==> config.mk <==
export PLATFORM = sky130hd
export DESIGN_NAME = result_reader
export DESIGN_NICKNAME = d
export VERILOG_FILES = /design/src/rtl/result_reader_pkg.sv /design/src/rtl/result_reader_fifo.sv /design/src/rtl/result_reader.sv
export SDC_FILE = /design/constraint.sdc
export NUM_CORES = 1
export LEC_CHECK = 0
export CAP_MARGIN = 25
export CORE_ASPECT_RATIO = 0.9
export CORE_MARGIN = 2
export CORE_UTILIZATION = 35
export DETAILED_ROUTE_END_ITERATION = 8
export PLACE_DENSITY = 0.54
export SLEW_MARGIN = 20
export SYNTH_ARGS = -nofsm -noshare
export SYNTH_HDL_FRONTEND = slang
export SYNTH_SLANG_ARGS = --single-unit
==> constraint.sdc <==
create_clock -name clk -period 4.3 [get_ports clk]
set_input_delay 0.645 -clock clk [delete_from_list [all_inputs] [get_ports clk]]
set_output_delay 0.645 -clock clk [all_outputs]
set_load 0.01 [all_outputs]
==> src/rtl/result_reader_pkg.sv <==
// Shared constants, state encoding and FIFO entry layout for result_reader.
package result_reader_pkg;

  localparam int RES_PER_MAT = 16;
  localparam int MAX_MAT     = 8;

  // Tag bits stored under the data word in each FIFO entry.
  localparam int TAG_W    = 8;
  localparam int COL_LSB  = 0;
  localparam int ROW_LSB  = 2;
  localparam int MAT_LSB  = 4;
  localparam int LAST_BIT = 7;

  typedef enum logic [2:0] {IDLE, WAIT, STREAM, DRAIN, FIN} state_t;

  // Number of results to drain for a requested matrix count, clamped to MAX_MAT.
  function automatic logic [7:0] total_for(input logic [3:0] n);
    logic [3:0] c;
    c = (n > 4'(MAX_MAT)) ? 4'(MAX_MAT) : n;
    return 8'(c) * 8'(RES_PER_MAT);
  endfunction

endpackage

==> src/rtl/result_reader_fifo.sv <==
// Small first-word-fall-through FIFO holding captured result beats.
module result_fifo #(
  parameter int W     = 40,
  parameter int DEPTH = 4,
  localparam int PW   = $clog2(DEPTH),
  localparam int CW   = PW + 1
) (
  input  logic          clk,
  input  logic          rst,
  input  logic          push,
  input  logic          pop,
  input  logic [W-1:0]  wdata,
  output logic [W-1:0]  rdata,
  output logic [CW-1:0] count,
  output logic          empty,
  output logic          full
);

  logic [W-1:0]  mem [DEPTH];
  logic [PW-1:0] wr, rd;
  logic          do_push, do_pop;

  assign empty   = (count == '0);
  assign full    = (count == CW'(DEPTH));
  assign do_push = push && !full;
  assign do_pop  = pop && !empty;
  assign rdata   = mem[rd];

  // Pointer and occupancy bookkeeping; pointers wrap naturally (DEPTH is a power of 2).
  always_ff @(posedge clk) begin
    if (rst) begin
      wr    <= '0;
      rd    <= '0;
      count <= '0;
    end else begin
      if (do_push) wr <= wr + PW'(1);
      if (do_pop)  rd <= rd + PW'(1);
      count <= count + CW'(do_push) - CW'(do_pop);
    end
  end

  // Storage write; contents need no reset since empty gates the head.
  always_ff @(posedge clk) begin
    if (do_push) mem[wr] <= wdata;
  end

endmodule

==> src/rtl/result_reader.sv <==
// Drains the systolic-array output memory after ap_done and streams each
// result as a tagged valid/ready beat, in strict address order.
module result_reader
  import result_reader_pkg::*;
#(
  parameter int AW    = 7,
  parameter int DW    = 32,
  parameter int DEPTH = 4
) (
  input  logic          clk,
  input  logic          rst,
  input  logic          start,
  input  logic [3:0]    num_mat,
  input  logic          ap_done,
  output logic [AW-1:0] addrO,
  input  logic [DW-1:0] dataO,
  output logic          m_valid,
  input  logic          m_ready,
  output logic [DW-1:0] m_data,
  output logic [2:0]    m_mat,
  output logic [1:0]    m_row,
  output logic [1:0]    m_col,
  output logic          m_last,
  output logic          busy,
  output logic          done
);

  localparam int CW = $clog2(DEPTH) + 1;
  localparam int EW = DW + TAG_W;

  state_t          state, state_nxt;
  logic [AW:0]     total, total_in, cnt;
  logic            inflight;
  logic            issue, last_issue, pop, push, drained;
  logic [CW-1:0]   count;
  logic [CW:0]     occ;
  logic            empty, full;
  logic [EW-1:0]   push_data, head;
  logic            push_last;

  assign total_in   = (AW+1)'(total_for(num_mat));
  assign pop        = m_valid && m_ready;
  // Entries that will be held after this cycle if nothing new is issued;
  // issuing only below DEPTH means the FIFO can never overflow.
  assign occ        = {1'b0, count} + (CW+1)'(inflight) - (CW+1)'(pop);
  assign issue      = (state == STREAM) && (occ < (CW+1)'(DEPTH));
  assign last_issue = (cnt == total - (AW+1)'(1));
  // Empty after this cycle's pop with nothing left in flight.
  assign drained    = !inflight && (empty || (count == CW'(1) && pop));

  // The read word for the address issued last cycle arrives now; addrO still
  // holds that address, so it doubles as the tag.
  assign push_last  = ({1'b0, addrO} == total - (AW+1)'(1));
  assign push       = inflight && !full;
  assign push_data  = {dataO, push_last, addrO[6:0]};

  result_fifo #(.W(EW), .DEPTH(DEPTH)) u_fifo (
    .clk   (clk),
    .rst   (rst),
    .push  (push),
    .pop   (pop),
    .wdata (push_data),
    .rdata (head),
    .count (count),
    .empty (empty),
    .full  (full)
  );

  assign m_valid = !empty;
  assign m_data  = empty ? '0 : head[TAG_W +: DW];
  assign m_last  = !empty && head[LAST_BIT];
  assign m_mat   = empty ? '0 : head[MAT_LSB +: 3];
  assign m_row   = empty ? '0 : head[ROW_LSB +: 2];
  assign m_col   = empty ? '0 : head[COL_LSB +: 2];
  assign busy    = (state != IDLE);
  assign done    = (state == FIN);

  // State register plus address counter, issue register and in-flight flag.
  always_ff @(posedge clk) begin
    if (rst) begin
      state    <= IDLE;
      total    <= '0;
      cnt      <= '0;
      addrO    <= '0;
      inflight <= 1'b0;
    end else begin
      state    <= state_nxt;
      inflight <= issue;
      if (state == IDLE) begin
        cnt   <= '0;
        addrO <= '0;
        if (start) total <= total_in;
      end else if (state == FIN) begin
        addrO <= '0;
      end else if (issue) begin
        addrO <= cnt[AW-1:0];
        cnt   <= cnt + (AW+1)'(1);
      end
    end
  end

  // Next-state logic for the drain sequence.
  always_comb begin
    state_nxt = state;
    case (state)
      IDLE:    if (start) state_nxt = (total_in == '0) ? FIN : WAIT;
      WAIT:    if (ap_done) state_nxt = STREAM;
      STREAM:  if (issue && last_issue) state_nxt = DRAIN;
      DRAIN:   if (drained) state_nxt = FIN;
      FIN:     state_nxt = IDLE;
      default: state_nxt = IDLE;
    endcase
  end

endmodule
Word level (Yosys, flattened, before mapping)
Memory sizes are Yosys's and may differ from the RTL's. A register that Yosys moved wholly into a read port is not among the register bits.
Index checks and enable logic that the tools add are counted.
- add/subtract/negate cells: 8
- order comparisons: 2
- equal/unequal tests: 12
- multiplexer cells: 15
- bitwise gates (word level): 1
- reduce and logical (&&, ||, !) cells: 22
- operators by type and width (cell ; count):
    $mux W32 ; 1
    $mux W3 ; 6
    $pmux W3 S4 ; 1
    $logic_and A1 B1 Y1 ; 9
    $add A8 B1 Y8 const B ; 1
    $eq A7 B8 Y1 ; 1
    $eq A8 B8 Y1 ; 1
    $logic_not A8 Y1 ; 1
    $mux W2 ; 4
    $sub A8 B1 Y8 const B ; 1
    $eq A3 B1 Y1 const B ; 2
    $eq A3 B2 Y1 const B ; 2
    $eq A3 B3 Y1 const B ; 2
    $logic_not A3 Y1 ; 2
    $ne A2 B2 Y1 const B ; 3
    $add A2 B1 Y2 const B ; 2
    $add A3 B1 Y4 ; 1
    $gt A4 B4 Y1 const B ; 1
    $lt A4 B3 Y1 const B ; 1
    $mux W4 ; 1
    $reduce_and A2 Y1 ; 2
    $reduce_and A4 Y1 ; 1
    $sub A4 B1 Y4 ; 1
    $add A3 B1 Y3 ; 1
    other kinds (9) ; 12
- register bits after elaboration: 30
- bits in writable memories: 160
- input bits: 41
- output and inout port bits: 50
- logic and storage cells: 69
- memories: 1
- memory list (name ; words ; width ; rd ports ; clocked after Yosys merged registers in ; wr ports ; RTL line ; text):
    u_fifo.mem ; 4 ; 40 ; 1 ; 1 ; 1 ; result_reader_fifo.sv:19 ; logic [W-1:0] mem [DEPTH];

Logic depth before layout (Yosys ltp)
Gate-level depths: netlist (run 1).
- word-level depth: 9
- mapped depth: 10
- depth with buffers taken out: 10

By module
From an unflattened synthesis (run 1), not the netlist that was laid out.
- cells, all modules: 452
- area total of the unflattened synthesis: 7837.5 um^2
- modules (own cells, without submodules) (module ; times used ; cells each ; area each (um^2) ; sequential area each (um^2)):
    result_fifo ; 1 ; 260 ; 6298.5 ; 4984.8
    result_reader ; 1 ; 192 ; 1539.0 ; 460.4

Worst setup path before layout (run 1)
Ideal clock, no wire load.
- path kind: register -> register
- start: reg u_fifo.count[1]
- end: reg cnt[7]
- library setup time: 70 ps
- arrival: 2784 ps
- required time: 4230 ps
- slack: 1447 ps
- cell stages (with the launch flop): 11
- path buffers: 0
- clock period less this slack: 2853 ps
- cells stage by stage: dfxtp_1 -> or3_1 -> and2_1 -> ha_1 -> inv_1 -> ha_1 -> nand3b_1 -> mux2i_1 -> or4_4 -> or3_1 -> a21oi_1
- cells in the longest elaborated chain, start to end: 7
- elaborated cells on any way between the ends: 8
- those cells by class: 2 x add/sub; 1 x order compare; 5 x reduce/logical
- RTL lines (item ; RTL line ; text):
    start, declared ; result_reader_fifo.sv:14 ; output logic [CW-1:0] count,
    start signal, assigned ; result_reader_fifo.sv:38 ; count <= count + CW'(do_push) - CW'(do_pop);
    parallel branches: the longest is 3 deep, another holds $add A3 B1 Y4 ; - ;
    $sub A4 B1 Y4 * ; result_reader.sv:45 ; assign occ = {1'b0, count} + (CW+1)'(inflight) - (CW+1)'(pop);
    $lt A4 B3 Y1 * ; result_reader.sv:46 ; assign issue = (state == STREAM) && (occ < (CW+1)'(DEPTH));
    $logic_and A1 B1 Y1 * ; result_reader.sv:46 ;
    $reduce_and A2 Y1 (no line) * ; - ;
    end signal, assigned ; result_reader.sv:97 ; cnt <= cnt + (AW+1)'(1);
    end, declared ; result_reader.sv:32 ; logic [AW:0] total, total_in, cnt;
Mark *: on every way between the ends.
A chain may end at the register's enable or synchronous reset.

==> results of run 1 <==
-- state kept, by name, indices dropped and copies added, names as in the netlist, named ones only --
signal and cells:
cnt 8, addrO 7, u_fifo.mem 160, total 4
u_fifo.rd 2, inflight 1, u_fifo.wr 2, state 3
u_fifo.count 3
-- critical path: cells and delay by family, from the launching register on --
kind	cells	cell delay [ps]
buf+inv	1	500
flops	1	910
mux	1	590
simple gates	1	200
-- metrics by stage --
step                hold WS [ps]  util (%)  setup slack, ps  instance area (um2)  power, mW
floorplan                  469.7         -             1447                 7732      3.254
global placement           509.6     41.40            934.2                 8956      3.979
detailed placement         512.5     41.40            896.3                 8956      3.994
CTS                        526.7     44.12            866.1                 9544      5.553
global route               548.6     44.12            785.9                 9544      5.765
finish                     529.4     44.12             1007                 9544      5.466
-- logic make-up after synthesis --
| kind of cell | count (synthesis) | synth area share, % |
|---|---|---|
| AOI/OAI and AO/OA | 26 | 2.330 |
| xor gates and xnor gates | 19 | 2.152 |
| adders and majority gates | 11 | 1.877 |
| buffers and inverters | 37 | 2.184 |
| DFF | 192 | 70.42 |
| muxes | 48 | 12.69 |
| and+or+nand+nor | 115 | 8.350 |
-- layout by cell type (no fill, tap or decap), types with 15 or more instances in the layout --
cell	instances
clkdlybuf4s50_1	90
dfxtp_1	30
and2_1	42
nor2_1	25
xnor2_1	15
inv_1	17
mux4_2	40
clkbuf_16	17
edfxtp_1	160
-- cell usage after synthesis (all sizes together) --
master         count
a2111oi            1
a211oi             2
a21oi             10
a31oi              2
a41oi              1
and2              46
buf                8
clkbuf            11
clkdlybuf4s25      1
dfxtp             32
edfxtp           160
fa                 1
ha                10
inv               17
mux2i              8
mux4              40
nand2              9
nand2b             2
nand3              4
nand3b             2
nand4              1
nor2              26
nor2b              1
nor3               8
nor3b              4
nor4               4
o2111ai            1
o21a               1
o21ai              5
o21bai             1
o2bb2ai            1
o31a               1
or2                2
or3                4
or4                2
xnor2             15
xor2               4
-- metal layers --
layer / share of wire (%) / global-route usage (%) / vias up / wire (um)
li1: - / - / 1898 / -
met1: 46 / 17.44 / 2117 / 7028
met2: 50 / 23.51 / 85 / 7570
met3: 3.6 / 3.802 / 9 / 555
met4: 0.73 / 3.514 / 0 / 111
met5: 0 / 0 / - / 0
-- worst paths after layout --
kind | startpoint | to | slack (ps) | cells past startpoint
hold reg to reg | cnt[1] | cnt[1] | 530 | 2
setup / recovery | flop | m_col[1] | 1010 | 3
hold / removal | cnt[1] | cnt[1] | 530 | 2
setup reg to reg | u_fifo.count[1] | cnt[7] | 1190 | 10
-- cell type report --
type | count | area [um2]
multi-input cells | 219 | 2125
clock inverters | 14 | 158.9
repair buffers | 97 | 953.4
inverters | 17 | 63.81
flip-flops and latches | 192 | 5450
fillers | 1883 | 12090
clock buffers | 18 | 429.2
well taps | 291 | 364.1
-- power by group through the flow --
stage	sequential, mW	clock (mW)	combinational (mW)
after floorplan	2.18	0	1.08
after global placement	2.34	0	1.64
after detailed placement	2.34	0	1.65
after CTS	2.30	1.59	1.66
after global routing	2.33	1.67	1.77
final	2.29	1.55	1.63
==> results.json, run 1 <==
{
  "status": "finished, final reports clean",
  "die-area_um2": 23300,
  "avgSynthCellArea_um2": 17.26,
  "dp_hpwl_um": 9385,
  "cp-start-kind": "flop",
  "ys_ff_latch": 192,
  "p_switching_mw": 1.583,
  "final-setup-viol-count": 0,
  "crit_fanout": 40,
  "die_height_um": 145.0,
  "cts_root_buf": "clkbuf_16",
  "syn_area_um2": 7732,
  "cts_max_level": 4,
  "maxCapViolCount": 0,
  "seq_power_share_pct": 41.9,
  "p_comb_share_pct": 29.8,
  "ys_warn_count": 0,
  "syn-num-nets": 500,
  "num_io_pins": 91,
  "hold_viol_final": 0,
  "start_util_pct": 35.75,
  "swShare_pct": 28.97,
  "cpMaxStageDelayCell": "dfxtp_4",
  "cts_tree": "yes",
  "grt_overflow": 0,
  "required_ps": 3650,
  "drt_first_pass_iters": 4,
  "ir_worst_vdd_v": 0.0002888,
  "fin_crit_sh_pct": 76.57,
  "via_per_inst": 4.846,
  "core_area_um2": 21630,
  "rows": 51,
  "post-cts-setup-buffers": 0,
  "drive_gt1_share_pct": 16.16,
  "num_vias": 4109,
  "nNetsFinal": 596,
  "fin_crit_ps": 3293,
  "synthTopCellsByArea": "edfxtp_1 62%, mux4_2 12%, dfxtp_1 8.3%",
  "wl_um": 15270,
  "grt_max_degree": 42,
  "worstHoldPathType": "flop to flop",
  "instances_no_fill": 848,
  "dp.cells": 816,
  "port_buffers": 90,
  "crit_chain": "mux4_2 > and2_1 > clkdlybuf4s50_1",
  "antenna_cells": 0,
  "ant_nets": 0,
  "fin_skew_ps": 22.87,
  "globalplace.congestion": 0.7307,
  "routedWlPerCell_um": 18.00,
  "cp.arrival_ps": 2650,
  "grt_pass1_wl_um": 24450,
  "rsz0062_at_grt": "no",
  "p_int_mw": 3.883,
  "cp-end-kind": "output pin",
  "drtIter0Drc": 214,
  "grtUsageTotal_pct": 13.80,
  "worst_pin_slew_ps": 942.4,
  "p_clk_share_pct": 28.4,
  "cts.sinks": 192,
  "synth_top_area_share_pct": 62.14,
  "synth_cell_types": 46,
  "powerDensity_nw_per_um2": 572.7,
  "synth-seq-area-share_pct": 70.42,
  "first_global_vias": 4418,
  "fmaxAchievable_ghz": 0.3037,
  "cpPeakStageDelay_ps": 910,
  "clkTransAtPathRegs_ps": 70,
  "power_leakage_nw": 3.042,
  "syn-instance-count": 448,
  "synthToLayoutAreaGrowth_pct": 23.43,
  "cts_buffers": 17,
  "maxSlewViolCount": 0,
  "yosysTopAreaCell": "edfxtp_1",
  "critical_path_class": "flop to output pin",
  "antenna_found_initial": 0,
  "hold_buffers": 0,
  "cts.path.max_buffers": 2,
  "drc": 0,
  "cts_resized": 0,
  "relSlewSlack_pct": 36.59,
  "die_x_um": 160.7,
  "clkLatencyLatePin_ps": 430,
  "tns_ps": 0
}
Note: power is estimated with default switching activity, not from simulation.
==> inputs of run 2 (changes only) <==
Clock period 4.3 ns to 3.35 ns, I/O delays scaled along.
==> run 2 against run 1 <==
- wire length shrank 0.72%
- first-iteration DRC count shrank 8.4%
- global-route usage shrank 0.24 points
- clock power grew 38%
- utilization grew 0.55 points
- combinational power grew 36%
- flip-flop and latch count is the same
- non-clock buffer count grew 5
- clock skew shrank 12 ps
- count of clock-buffer cells in the layout shrank 1
- via count shrank 0.68%
- largest power group unchanged
==> results.json, run 2 (same netlist as run 1, synthesis figures left out) <==
{
  "status": "finished, final reports clean",
  "die_height_um": 145.0,
  "rsz0062_at_grt": "no",
  "cp.arrival_ps": 2500,
  "post-cts-setup-buffers": 0,
  "grt_pass1_wl_um": 24120,
  "rr_worst_depth": 11,
  "antenna_cells": 0,
  "routedWlPerCell_um": 17.79,
  "min_delay_path_depth": 2,
  "start_util_pct": 35.75,
  "final-setup-viol-count": 0,
  "worst_pin_slew_ps": 821.2,
  "nNetsFinal": 601,
  "drive_gt1_share_pct": 17.11,
  "layout_common_cells": "160 x edfxtp_1, 90 x clkdlybuf4s50_1, 42 x and2_1, 40 x mux4_2, 30 x dfxtp_1",
  "worstHoldPathType": "flop to flop",
  "drtIter0Drc": 196,
  "grt_max_degree": 42,
  "clkLatencyLatePin_ps": 420,
  "largest_reg_flops": 160,
  "cts.path.max_buffers": 2,
  "synthToLayoutAreaGrowth_pct": 24.97,
  "ir_worst_vdd_v": 0.0003328,
  "cts_max_level": 4,
  "hold_viol_final": 0,
  "fin_skew_ps": 10.43,
  "cts.sinks": 192,
  "dp_hpwl_um": 9653,
  "die_x_um": 160.7,
  "clkTransAtPathRegs_ps": 70,
  "rows": 51,
  "via_per_inst": 4.790,
  "layout_commonest_cell": "edfxtp_1",
  "relSlewSlack_pct": 44.75,
  "tns_ps": 0,
  "crit_fanout": 20,
  "fmaxAchievable_ghz": 0.3332,
  "first_global_vias": 4349,
  "critical_path_class": "flop to output pin",
  "drt_first_pass_iters": 4,
  "maxCapViolCount": 0,
  "power_leakage_nw": 3.111,
  "cp-start-kind": "flop",
  "ant_nets": 0,
  "wl_um": 15160,
  "core_area_um2": 21630,
  "cp-end-kind": "output pin",
  "fillers": 1910,
  "fin_crit_sh_pct": 89.60,
  "drc": 0,
  "top_register": "u_fifo.mem",
  "antenna_found_initial": 0,
  "hold_buffers": 0,
  "cts_root_buf": "clkbuf_16",
  "globalplace.congestion": 0.7594,
  "grt_overflow": 0,
  "powerDensity_nw_per_um2": 746.4,
  "num_vias": 4081,
  "maxSlewViolCount": 0,
  "required_ps": 2850,
  "port_buffers": 90,
  "fin_crit_ps": 3002,
  "reg_top3": "u_fifo.mem x160, cnt x8, addrO x7",
  "cts_tree": "yes",
  "fin_hold_ws_ps": 537.0,
  "cts_resized": 0,
  "die-area_um2": 23300,
  "num_io_pins": 91,
  "cts_buffers": 17,
  "grtUsageTotal_pct": 13.57
}
==> run 2: power by group <==
| group | switching [mW] | total [mW] | internal, mW |
|---|---|---|---|
| sequential | 0.151 | 2.85 | 2.70 |
| clock | 0.872 | 2.14 | 1.26 |
| combinational | 1.01 | 2.22 | 1.21 |
| total | 2.03 | 7.21 | 5.18 |
==> run 2: metrics by stage <==
| stage | cell area, um2 | total power, mW | std cells | setup WS (ps) | util (%) |
|---|---|---|---|---|---|
| after floorplan | 7732 | 4.177 | 448 | 496.6 | - |
| after global placement | 9031 | 5.158 | 821 | 292.1 | 41.75 |
| after detailed placement | 9031 | 5.187 | 821 | 190.2 | 41.75 |
| after CTS | 9663 | 7.335 | 852 | 248.9 | 44.67 |
| after global routing | 9663 | 7.607 | 852 | 179.9 | 44.67 |
| final | 9663 | 7.213 | 852 | 348.4 | 44.67 |
==> run 2: per-layer routing <==
metal  up-vias  wire, um  GRT usage [%]
li1       1907         -              -
met1      2083      6927          17.43
met2        80      7449          22.78
met3        11       677          3.888
met4         0       101          3.243
met5         -         0              0
==> run 2: worst max-delay path: stages, from the launching register on <==
cell and delay [ps]:
dfxtp_4 630, buf_12 250, mux4_2 520, and2_1 190, clkdlybuf4s50_1 490
==> run 2: final cells by class <==
class,instances,area (um2),area share [%]
clock inverters,14,206.4,2.136
repair buffers,102,1028,10.64
multi-input cells,219,2125,21.99
well taps,291,364.1,3.768
flip-flops and latches,192,5450,56.40
clock buffers,17,425.4,4.402
inverters,17,63.81,0.6604
==> run 2: final timing paths <==
kind | start | end | slack, ps
setup reg to reg | u_fifo.count[1] | state[0] | 430
hold reg to reg | total[7] | total[7] | 540
hold / removal | total[7] | total[7] | 540
setup / recovery | flop | m_data[14] | 350
==> inputs of run 3 (changes only) <==
Settings changed: CORE_MARGIN 2 to default.
Clock period 3.35 ns to 3.2 ns, I/O delays scaled along.
==> run 3 against run 2 <==
- worst hold slack worse by 18 ps
- global-route usage is 0.71 points higher
- non-clock buffer count is 1 lower
- final cell count stayed put
- sequential share of layout area is 0.14 points higher
- combinational power is 5% higher
- register-to-register slack worse by 80 ps
- largest cell class unchanged
- final area is 0.25% lower
- sequential power is 4% higher
- largest power group unchanged
- via count is 1.4% higher
- first-iteration DRC count is 3.6% higher
==> results.json, run 3 (same netlist as run 1, synthesis figures left out) <==
{
  "hold_buffers": 0,
  "reg_top3": "u_fifo.mem x160, cnt x8, addrO x7",
  "cts_max_level": 4,
  "cts.path.max_buffers": 2,
  "cts.sinks": 192,
  "rsz0062_at_grt": "no",
  "grt_overflow": 0,
  "layout_common_cells": "160 x edfxtp_1, 90 x clkdlybuf4s50_1, 42 x and2_1, 40 x mux4_2, 30 x dfxtp_1",
  "synthToLayoutAreaGrowth_pct": 24.66,
  "cp-start-kind": "flop",
  "die_height_um": 143.0,
  "grt_max_degree": 42,
  "relSlewSlack_pct": 43.44,
  "powerDensity_nw_per_um2": 766.6,
  "maxCapViolCount": 0,
  "worst_pin_slew_ps": 846.3,
  "hold_viol_final": 0,
  "port_buffers": 90,
  "rrSetupSlack_ps": 350,
  "final-setup-viol-count": 0,
  "fin_skew_ps": 15.53,
  "drtIter0Drc": 203,
  "r2r_start": "u_fifo.count[1]",
  "tns_ps": 0,
  "worstHoldStart": "total[7]",
  "cp-end-kind": "output pin",
  "cts_buffers": 17,
  "antenna_cells": 0,
  "die-area_um2": 22690,
  "dp_hpwl_um": 9407,
  "largest_reg_flops": 160,
  "layout_commonest_cell": "edfxtp_1",
  "cp.arrival_ps": 2400,
  "fin_crit_ps": 2882,
  "fmaxAchievable_ghz": 0.3470,
  "cts_resized": 0,
  "core_area_um2": 21630,
  "drive_gt1_share_pct": 17.11,
  "die_x_um": 158.7,
  "fin_crit_sh_pct": 90.06,
  "num_vias": 4138,
  "routedWlPerCell_um": 17.53,
  "grtUsageTotal_pct": 14.27,
  "wl_um": 14930,
  "antenna_found_initial": 1,
  "crit_fanout": 13,
  "cts_root_buf": "clkbuf_16",
  "ant_nets": 0,
  "critical_path_class": "flop to output pin",
  "clkTransAtPathRegs_ps": 70,
  "grt_pass1_wl_um": 23560,
  "post-cts-setup-buffers": 0,
  "start_util_pct": 35.75,
  "required_ps": 2720,
  "worstHoldPathType": "flop to flop",
  "fillers": 1888,
  "clkLatencyLatePin_ps": 430,
  "drc": 0,
  "status": "finished, final reports clean",
  "ir_worst_vdd_v": 0.0003507,
  "top_register": "u_fifo.mem",
  "nNetsFinal": 600,
  "num_io_pins": 91,
  "rows": 51,
  "power_leakage_nw": 3.084,
  "fin_hold_ws_ps": 518.8,
  "via_per_inst": 4.857,
  "drt_first_pass_iters": 4,
  "globalplace.congestion": 0.7646,
  "first_global_vias": 4345,
  "maxSlewViolCount": 0,
  "cts_tree": "yes"
}
[run 3: changes by cell type in the layout (fill, tap and decap cells not counted)]
cell	change
buf_12	+2
buf_4	-3
bufinv_16	-3
clkinv_1	-1
clkinv_2	-2
clkinv_4	+3
clkinvlp_4	+2
inv_8	+2
or3_1	+1
or3_2	-1
[run 3: through the flow]
| step | utilization [%] | setup WS [ps] | total power, mW | area (um2) | std cells |
|---|---|---|---|---|---|
| after floorplan | - | 346.6 | 4.372 | 7732 | 448 |
| final | 44.56 | 318.0 | 7.389 | 9639 | 852 |
| after CTS | 44.56 | 234.7 | 7.518 | 9639 | 852 |
| after global placement | 41.82 | 184.4 | 5.395 | 9047 | 820 |
| after detailed placement | 41.82 | 87.63 | 5.413 | 9047 | 820 |
| after global routing | 44.56 | 149.0 | 7.819 | 9639 | 852 |
[run 3: path summary, 6_finish.rpt]
| path | cells past startpoint | end |
|---|---|---|
| setup / recovery | 4 | m_data[22] |
| hold / removal | 2 | total[7] |
| setup reg to reg | 10 | cnt[7] |
| hold reg to reg | 2 | total[7] |
[run 3: cell type report]
type	instances	area, um2	share of cell area, %
Clock inverter	15	166.4	1.726
Tap cell	291	364.1	3.777
Timing Repair Buffer	101	1046	10.85
Multi-Input combinational cell	219	2123	22.03
Sequential cell	192	5450	56.54
Inverter	17	63.81	0.6620
Clock buffer	17	425.4	4.413
[run 3: worst max-delay path: stages (launching register included)]
cell	delay, ps
dfxtp_4	520
buf_4	290
mux4_2	520
and2_1	160
clkdlybuf4s50_1	470
[run 3: report_power, final]
part	total, mW	leakage, nW	internal (mW)	switching [mW]
registers	2.97	1.75	2.83	0.144
clock network	2.09	0.281	1.11	0.978
logic	2.33	1.05	1.27	1.05
[run 3: per-layer routing]
layer / routed length (um) / up-vias / track usage, %
met4: 95 / 2 / 4.099
met2: 7262 / 82 / 23.82
met5: 13 / - / 0
met3: 625 / 11 / 4.219
li1: - / 1911 / -
met1: 6937 / 2132 / 17.92
